===== src/rtl/i2c_reg_master.sv =====
// ---------------------------------------------------------------------------
// i2c_reg_master
//
// Single-register I2C master. A one-cycle req in IDLE launches either a
// register write   : S, {dev,0}, reg, wdata, P
// or a register read : S, {dev,0}, reg, Sr, {dev,1}, data, NACK, P
// A missing ACK in any ACK slot aborts straight to STOP with nack=1.
// Both bus lines are open-drain: *_oe=1 pulls the line low, *_oe=0 releases.
//
// Bit timing: every bit is four quarters of (CLK_DIV+1) clk cycles.
//   q0 SCL low, SDA updated | q1..q3 SCL released | SDA sampled at end of q2
//
// Build option: define I2C_MASTER_CLK_STRETCH_EN to synchronise scl_i and
// hold the quarter counter while a released SCL is still read low (target
// clock stretching). Without it scl_i is ignored and timing is counter-only.
//
// Ports
//   clk, rst_n          system clock, async active-low reset
//   req, rw             start strobe (IDLE only), 0=write 1=read
//   dev_addr, reg_addr  7-bit target address, register address
//   wdata               write data
//   busy, done, nack    in-progress, 1-cycle completion, aborted on NACK
//   rdata               read data, held until next accepted request
//   scl_oe, sda_oe      open-drain pull-down enables
//   scl_i, sda_i        pin levels
//
// state   | meaning
// IDLE    | bus released, waiting for req
// START   | SDA low with SCL released for one half-bit
// TX_BYTE | shifting out the current byte, MSB first
// RX_ACK  | SDA released, sampling the target's ACK
// RX_BYTE | SDA released, shifting in read data
// TX_NACK | master NACK after the read byte
// RSTART  | repeated START between register address and read address
// STOP    | SDA low, SCL released, then SDA released
// DONE    | one-cycle completion pulse
// ---------------------------------------------------------------------------
module i2c_reg_master #(
    parameter int unsigned CLK_DIV = 63
) (
    input  logic       clk,
    input  logic       rst_n,
    input  logic       req,
    input  logic       rw,
    input  logic [6:0] dev_addr,
    input  logic [7:0] reg_addr,
    input  logic [7:0] wdata,
    output logic       busy,
    output logic       done,
    output logic       nack,
    output logic [7:0] rdata,
    output logic       scl_oe,
    output logic       sda_oe,
    input  logic       scl_i,
    input  logic       sda_i
);

    localparam int QW = (CLK_DIV < 1) ? 1 : $clog2(CLK_DIV + 1);
    localparam logic [QW-1:0] QMAX = QW'(CLK_DIV);

    typedef enum logic [3:0] {
        IDLE,
        START,
        TX_BYTE,
        RX_ACK,
        RX_BYTE,
        TX_NACK,
        RSTART,
        STOP,
        DONE
    } state_t;

    state_t        state_q, state_d;
    logic [QW-1:0] qcnt_q, qcnt_d;
    logic [2:0]    qtr_q, qtr_d;
    logic [2:0]    bit_q, bit_d;
    logic [1:0]    byte_q, byte_d;
    logic          rw_q, rw_d;
    logic [6:0]    dev_q, dev_d;
    logic [7:0]    reg_q, reg_d;
    logic [7:0]    wdata_q, wdata_d;
    logic [7:0]    rx_q, rx_d;
    logic [7:0]    rdata_q, rdata_d;
    logic          nack_q, nack_d;

    logic          stall;
    logic          run;
    logic          tick;
    logic [7:0]    cur_byte;

`ifdef I2C_MASTER_CLK_STRETCH_EN
    logic [1:0] scl_sync_q;

    // Reset to released-high so an idle bus never looks stretched.
    always_ff @(posedge clk or negedge rst_n) begin
        if (!rst_n) begin
            scl_sync_q <= 2'b11;
        end else begin
            scl_sync_q <= {scl_sync_q[0], scl_i};
        end
    end

    // Counter freezes whenever we have released SCL but it still reads low.
    assign stall = (state_q != IDLE) && !scl_oe && !scl_sync_q[1];
`else
    logic unused_scl;
    assign unused_scl = scl_i;
    assign stall      = 1'b0;
`endif

    assign run  = (state_q != IDLE) && (state_q != DONE) && !stall;
    assign tick = run && (qcnt_q == QMAX);

    // Byte slot 2 is the read address on reads and the data byte on writes.
    always_comb begin
        cur_byte = {dev_q, 1'b0};
        case (byte_q)
            2'd1:    cur_byte = reg_q;
            2'd2:    cur_byte = rw_q ? {dev_q, 1'b1} : wdata_q;
            default: cur_byte = {dev_q, 1'b0};
        endcase
    end

    always_ff @(posedge clk or negedge rst_n) begin
        if (!rst_n) begin
            state_q <= IDLE;
            qcnt_q  <= '0;
            qtr_q   <= '0;
            bit_q   <= '0;
            byte_q  <= '0;
            rw_q    <= 1'b0;
            dev_q   <= '0;
            reg_q   <= '0;
            wdata_q <= '0;
            rx_q    <= '0;
            rdata_q <= '0;
            nack_q  <= 1'b0;
        end else begin
            state_q <= state_d;
            qcnt_q  <= qcnt_d;
            qtr_q   <= qtr_d;
            bit_q   <= bit_d;
            byte_q  <= byte_d;
            rw_q    <= rw_d;
            dev_q   <= dev_d;
            reg_q   <= reg_d;
            wdata_q <= wdata_d;
            rx_q    <= rx_d;
            rdata_q <= rdata_d;
            nack_q  <= nack_d;
        end
    end

    always_comb begin
        state_d = state_q;
        qcnt_d  = qcnt_q;
        qtr_d   = qtr_q;
        bit_d   = bit_q;
        byte_d  = byte_q;
        rw_d    = rw_q;
        dev_d   = dev_q;
        reg_d   = reg_q;
        wdata_d = wdata_q;
        rx_d    = rx_q;
        rdata_d = rdata_q;
        nack_d  = nack_q;

        if (run) begin
            qcnt_d = tick ? '0 : qcnt_q + 1'b1;
        end
        if (tick) begin
            qtr_d = qtr_q + 3'd1;
        end

        case (state_q)
            IDLE: begin
                if (req) begin
                    rw_d    = rw;
                    dev_d   = dev_addr;
                    reg_d   = reg_addr;
                    wdata_d = wdata;
                    nack_d  = 1'b0;
                    qcnt_d  = '0;
                    qtr_d   = '0;
                    bit_d   = '0;
                    byte_d  = '0;
                    state_d = START;
                end
            end
            START: begin
                if (tick && qtr_q == 3'd1) begin
                    qtr_d   = '0;
                    state_d = TX_BYTE;
                end
            end
            TX_BYTE: begin
                if (tick && qtr_q == 3'd3) begin
                    qtr_d = '0;
                    bit_d = bit_q + 3'd1;
                    if (bit_q == 3'd7) begin
                        state_d = RX_ACK;
                    end
                end
            end
            RX_ACK: begin
                if (tick && qtr_q == 3'd2) begin
                    nack_d = sda_i;
                end
                if (tick && qtr_q == 3'd3) begin
                    qtr_d = '0;
                    if (nack_q) begin
                        state_d = STOP;
                    end else if (byte_q == 2'd0) begin
                        byte_d  = 2'd1;
                        state_d = TX_BYTE;
                    end else if (byte_q == 2'd1) begin
                        if (rw_q) begin
                            state_d = RSTART;
                        end else begin
                            byte_d  = 2'd2;
                            state_d = TX_BYTE;
                        end
                    end else if (rw_q) begin
                        state_d = RX_BYTE;
                    end else begin
                        state_d = STOP;
                    end
                end
            end
            RX_BYTE: begin
                if (tick && qtr_q == 3'd2) begin
                    rx_d = {rx_q[6:0], sda_i};
                end
                if (tick && qtr_q == 3'd3) begin
                    qtr_d = '0;
                    bit_d = bit_q + 3'd1;
                    if (bit_q == 3'd7) begin
                        // rx_q already holds the last bit sampled in q2.
                        rdata_d = rx_q;
                        state_d = TX_NACK;
                    end
                end
            end
            TX_NACK: begin
                if (tick && qtr_q == 3'd3) begin
                    qtr_d   = '0;
                    state_d = STOP;
                end
            end
            RSTART: begin
                if (tick && qtr_q == 3'd3) begin
                    qtr_d   = '0;
                    byte_d  = 2'd2;
                    state_d = TX_BYTE;
                end
            end
            STOP: begin
                // q0 SCL low, q1-q2 SCL high with SDA low, q3-q4 both released.
                if (tick && qtr_q == 3'd4) begin
                    qtr_d   = '0;
                    state_d = DONE;
                end
            end
            DONE: begin
                state_d = IDLE;
            end
            default: begin
                state_d = IDLE;
            end
        endcase
    end

    always_comb begin
        scl_oe = 1'b0;
        sda_oe = 1'b0;
        case (state_q)
            START: begin
                sda_oe = 1'b1;
            end
            TX_BYTE: begin
                scl_oe = (qtr_q == 3'd0);
                sda_oe = ~cur_byte[3'd7 - bit_q];
            end
            RX_ACK, RX_BYTE, TX_NACK: begin
                scl_oe = (qtr_q == 3'd0);
            end
            RSTART: begin
                scl_oe = (qtr_q == 3'd0);
                sda_oe = (qtr_q >= 3'd2);
            end
            STOP: begin
                scl_oe = (qtr_q == 3'd0);
                sda_oe = (qtr_q <= 3'd2);
            end
            default: begin
                scl_oe = 1'b0;
                sda_oe = 1'b0;
            end
        endcase
    end

    assign busy  = (state_q != IDLE);
    assign done  = (state_q == DONE);
    assign nack  = nack_q;
    assign rdata = rdata_q;

endmodule


===== config.mk =====
export PLATFORM = sky130hd
export DESIGN_NAME = i2c_reg_master
export DESIGN_NICKNAME = d
export VERILOG_FILES = /design/src/rtl/i2c_reg_master.sv
export SDC_FILE = /design/constraint.sdc
export NUM_CORES = 1
export LEC_CHECK = 0
export CAP_MARGIN = 10
export CORE_UTILIZATION = 55
export CTS_CLUSTER_SIZE = 16
export DETAILED_ROUTE_END_ITERATION = 12
export PLACE_DENSITY = 0.8
export SLEW_MARGIN = 40
export SYNTH_ARGS = -nofsm -noshare
export SYNTH_HDL_FRONTEND = slang
export SYNTH_SLANG_ARGS = --single-unit

===== constraint.sdc =====
create_clock -name clk -period 3.2 [get_ports clk]
set_input_delay 0.8 -clock clk [delete_from_list [all_inputs] [get_ports clk]]
set_output_delay 0.8 -clock clk [all_outputs]
set_load 0.05 [all_outputs]

### Word level (Yosys, flattened, before mapping)

Index checks and enable logic that the tools add are counted.
W data, S select, Z words.

| word-level totals | value |
|---|---|
| flip-flop bits (word level) | 59 |
| input bits | 29 |
| logic and storage cells | 121 |

| cells by class | value |
|---|---|
| add/sub/neg operators | 4 |
| $lt $le $gt $ge | 3 |
| equal/unequal tests | 32 |
| mux-type cells | 46 |
| bitwise logic cells | 1 |
| reduce and logical (&&, ||, !) cells | 23 |

Operators by type and width:

| cell | number |
|---|---|
| $mux W4 | 13 |
| $pmux W4 S8 | 1 |
| $mux W3 | 8 |
| $mux W6 | 4 |
| $ne A2 B2 Y1 const B | 12 |
| $eq A4 B3 Y1 const B | 4 |
| $mux W2 | 8 |
| $pmux W8 S2 | 1 |
| $pmux W3 S4 | 1 |
| $reduce_and A10 Y1 | 1 |
| $reduce_and A3 Y1 | 3 |
| $eq A4 B2 Y1 const B | 2 |
| $mux W8 | 1 |
| $reduce_and A7 Y1 | 1 |
| $add A3 B1 Y3 const B | 2 |
| $add A6 B1 Y6 const B | 1 |
| $eq A3 B2 Y1 const B | 2 |
| $eq A3 B3 Y1 const B | 2 |
| $eq A6 B6 Y1 const B | 1 |
| $logic_and A1 B1 Y1 | 6 |
| $ne A3 B3 Y1 const B | 2 |
| $pmux W2 S3 | 1 |
| $pmux W3 S2 | 1 |
| $reduce_or A6 Y1 | 1 |
| other kinds (25) | 30 |

### Longest topological paths before layout

Gate-level depths: netlist of the first run.

| logic depth | value |
|---|---|
| depth in word-level cells | 7 |
| depth in mapped cells | 8 |
| mapped depth without buffers | 7 |

### Worst setup path before layout of the first run

OpenSTA, ideal clock, no wires.

| timing path | value |
|---|---|
| path kind | reg2out |
| from | reg byte_q[0] |
| to | out sda_oe |
| arrival | 2770 ps |
| slack | -370 ps |
| stages on the path, launching flop included | 9 |
| cells stage by stage | dfrtp_1 inv_1 ha_1 nor2b_1 clkbuf_1 a221o_1 a311oi_1 nor3_1 o32ai_1 |

| on the way | value |
|---|---|
| cells in the longest elaborated chain, start to end | 6 |

Ends and longest elaborated chain:

| item | line | text |
|---|---|---|
| start: declaration | 77 | `logic [1:0] byte_q, byte_d;` |
| start signal: assignment | 143 | `byte_q <= byte_d;` |
| $eq A2 B2 Y1 / $eq A2 B1 Y1 (equally long branches) | 117 | `case (byte_q)` |
| $pmux W8 S2 (*) | 117 |  |
| $bmux W1 S3 (*) | 282 | `sda_oe = ~cur_byte[3'd7 - bit_q];` |
| $mux W1 (implied by the code) (*) | 282 |  |
| $not A1 Y1 (*) | 282 |  |
| $pmux W1 S4 (*) | 276 | `case (state_q)` |
| end: declaration | 53 | `output logic sda_oe,` |

Every way passes the cells marked *; elsewhere a longest branch is shown, timed or not. The select of a mux whose other input is x is not followed.

### Worst setup path after layout of the first run

| timing path | value |
|---|---|
| from | reg byte_q[1] |
| to | out sda_oe |

Same word-level chain as after synthesis.

==> results of run 1 <==
worst min path at each step:
| stage | from | slack [ns] | end | depth (start not counted) |
|---|---|---|---|---|
| 2_1_floorplan | wdata_q[0] | 0.44 | wdata_q[0] | 2 |
| 3_3_place_gp | dev_q[6] | 0.46 | dev_q[6] | 2 |
| 3_5_place_dp | wdata_q[2] | 0.47 | wdata_q[2] | 2 |
| 4_1_cts | rst_n | 0.43 | rx_q[1] | 1 |
| 5_1_grt | rst_n | 0.44 | rx_q[5] | 1 |
| 6_report | rst_n | 0.42 | rdata[7] | 1 |
cells in the final DEF (no fill, tap or decap), types with 2 or more instances in the layout:
master / n
clkbuf_8: 9
inv_2: 2
nor3_1: 6
ha_4: 3
a21oi_1: 8
xnor2_1: 4
nand3_1: 7
a31oi_1: 5
inv_1: 8
nor2b_1: 4
nor3b_1: 4
a221o_1: 9
clkinv_4: 3
mux2i_1: 7
mux2_4: 8
nand2b_1: 2
dfrtp_2: 2
or3_1: 2
o31ai_1: 3
buf_4: 10
o21ai_0: 16
clkdlybuf4s50_1: 37
and3_1: 2
nor2_1: 21
dfrtp_1: 57
ha_1: 8
nor4_1: 6
mux2_2: 7
nand2_1: 90
a311oi_1: 2
kinds of logic after synthesis:
| group | after synthesis | share of synthesized area |
|---|---|---|
| AOI/OAI and AO/OA | 51 | 0.110 |
| xor gates and xnor gates | 5 | 0.0141 |
| adders and majority gates | 11 | 0.0445 |
| buffers and inverters | 27 | 0.0380 |
| DFF | 59 | 0.477 |
| muxes | 22 | 0.0869 |
| and+or+nand+nor | 154 | 0.229 |
sequential cells by signal, summed over array words and instances, names as in the netlist:
| name | count |
|---|---|
| bit_q | 3 |
| state_q | 4 |
| reg_q | 8 |
| rx_q | 8 |
| dev_q | 7 |
| qcnt_q | 6 |
| nack | 1 |
| wdata_q | 8 |
| byte_q | 2 |
| rdata | 8 |
| qtr_q | 3 |
| rw_q | 1 |
per-layer routing:
metal,vias up,track usage,part of all wire
li1,1221,-,-
met1,1189,0.298,0.46
met2,64,0.366,0.48
met3,10,0.0488,0.041
met4,0,0.0962,0.017
met5,-,0,0
through the flow:
stage | total power [mW] | TNS [ns]
after floorplan | 0.876 | 0
after global placement | 0.955 | 0
after detailed placement | 0.959 | 0
after CTS | 1.64 | 0
after global routing | 1.73 | -0.0855
final | 1.66 | -0.00880
worst max-delay path: stages (launching register included):
cell and delay (ns):
dfrtp_2 0.45, ha_4 0.19, nor2b_4 0.14, a221o_1 0.32
a311oi_1 0.27, nor3b_1 0.09, o32ai_2 0.37, clkbuf_16 0.24
report_power, final:
| group | switching, mW | internal (mW) | leakage (nW) | total [mW] |
|---|---|---|---|---|
| clock network | 0.316 | 0.364 | 0.0998 | 0.680 |
| logic | 0.105 | 0.107 | 0.962 | 0.211 |
| registers | 0.0156 | 0.756 | 0.767 | 0.771 |
synthesized netlist by cell type (2+ instances only):
cell type and number:
a221o_1 9, nand2b_1 2, nor3b_1 4, nor2_1 21
mux2_4 8, mux2i_1 7, nor4_1 6, inv_1 10
ha_1 11, a311oi_1 2, clkbuf_1 12, mux2_2 7
o31ai_1 3, o21ai_0 16, nor3_1 6, xnor2_1 4
or3_1 2, nor2b_1 5, and3_1 2, nand2_1 90
nand3_1 7, buf_4 2, a31oi_1 5, a21oi_1 8
dfrtp_1 59
what timing repair did:
item                                    4_1_cts  5_1_grt
endpoints found under the setup margin        1        1
pin swaps                                     2        3
setup buffers                                 0        1
cloned                                        0        0
resized for setup                             6        9
cell type report:
cell class / count / area share
Multi-Input combinational cell: 243 / 0.407
Sequential cell: 59 / 0.385
Timing Repair Buffer: 49 / 0.124
Clock buffer: 9 / 0.0322
Tap cell: 70 / 0.0228
Clock inverter: 7 / 0.0202
Inverter: 10 / 0.00976
==> impl_results.md, run 1 <==
- PortBufs: 40
- N_diodes: 0
- Total track usage: 0.228
- Sink Count: between 50 and 60
- Reg2reg start: qcnt_q[0]
- YS warnings: 0
- Share of the synthesized area in the top cell type: 0.477
- Largest cells by area after synthesis: dfrtp_1, nand2_1, ha_1
- Area added between synthesis and finish: 24.3%
- Final core occ: 0.730
- CTS Hold Bufs: 0
- Required @ worst endpoint: about 2.4 ns
- Fin cells: 447
- Crit. Startpoint: byte_q[1]
- Slew HR: 0.601
- R2R cell count: 5
- Leakage: 1.83 nW
- Fin. Hold Viols: 0
- Drt first pass iters: 4
- Placed Cells: between 400 and 500
- WS Path Type: reg -> out
- Initial antenna violation count: 0
- Register area share after synthesis: 0.477
- Routed Antenna Nets: 0
- Syn_area_per_cell: 9.41 sq um
- Final setup violation count: 1
- Chip width: 77.0 um
- Netlist cell types: 46
- Final hold slack: 0.418 ns
- R2R Setup Slk: ~0.96 ns
- CP endpoint: sda_oe
- Setup Skew: 0.00654 ns
- Die area: 5930 sq um
- Syn nets: 369
- Vias per Instance: ~5.6
- FF+latch count, synth: 59
- Worst-path fanout max: 7
- CP endpoint kind: output pin
- GP Congestion: 0.886
- Die Height: about 77 um
- Failing checks: setup timing
- Multi-input gate area: 1570 sq um
- Initial core utilization: 0.587
- PwrDens: 432 nW/um^2
- MaxCap Viol Count: 0
- CTS tree: built
- Status: complete, but fails checks
- Gate Count Post-Synth: 329
- HPWL after DPL: approximately 4400 um
- CTS H-tree lvls: 3
- Remaining DRCs: 0
- Final net count: slightly above 400
- I/O Pins: 42
- Slew @ Worst Pin: 0.595 ns
- Root buf cell: clkbuf_8
- CTS Buffer Depth: 2
- FP Rows: 26
- Worst IR Drop VDD: 284 uV
- Tcrit/Tclk final: 1.00
- Startpoint types: flop
- Layout cell share with drive strength beyond 1: 0.156
- GRT overflow: 0
- Synthesized area: between 3000 and 4000 sq um
- Fin. max-slew vios: 0
- Ys async rst share: 1.00
- Critical Path AT: about 2.4 ns
- Fmax: around 310 MHz
- Setup WS pre-CTS: 0.187 ns
- Core area: 5270 sq um
- Avg WL per Cell: roughly 14 um
- Placement Cell Area: 3570 sq um
- Clock Latency Late Sink: between 0.3 and 0.4 ns
- Num CTS Buffers: 9
- Post-synth top area cell: dfrtp_1
- Number of global-route vias before repair: 2342
- Final WS setup: -0.00880 ns
- Global-route wire length before repair: 10500 um
- Main flop type after synthesis: dfrtp_1
- Cell area after layout: 3850 sq um
- Vias: 2484
- Pin count of the biggest net entering global routing: 32
- Total Wirelength: 6350 um
- Clk slew on worst S/H paths: approximately 0.07 ns
- EDFF count, synth: 0
- Seq. cell area: roughly 1500 sq um
- RSZ-0062 raised after global routing: yes
- Fin crit period: about 3.2 ns
- Initial DRC Count: 119
- Worst hold-check path type: in -> async
- Worst r2r dst: rx_q[4]
- Fillers: 411
Power figures use the tool's default switching activity.
==> run 2, diff against run 1 <==
SLEW_MARGIN = 10   (was 40)
==> results of run 2 <==
Final layout, timing and power as in run 1 (identical DEF).
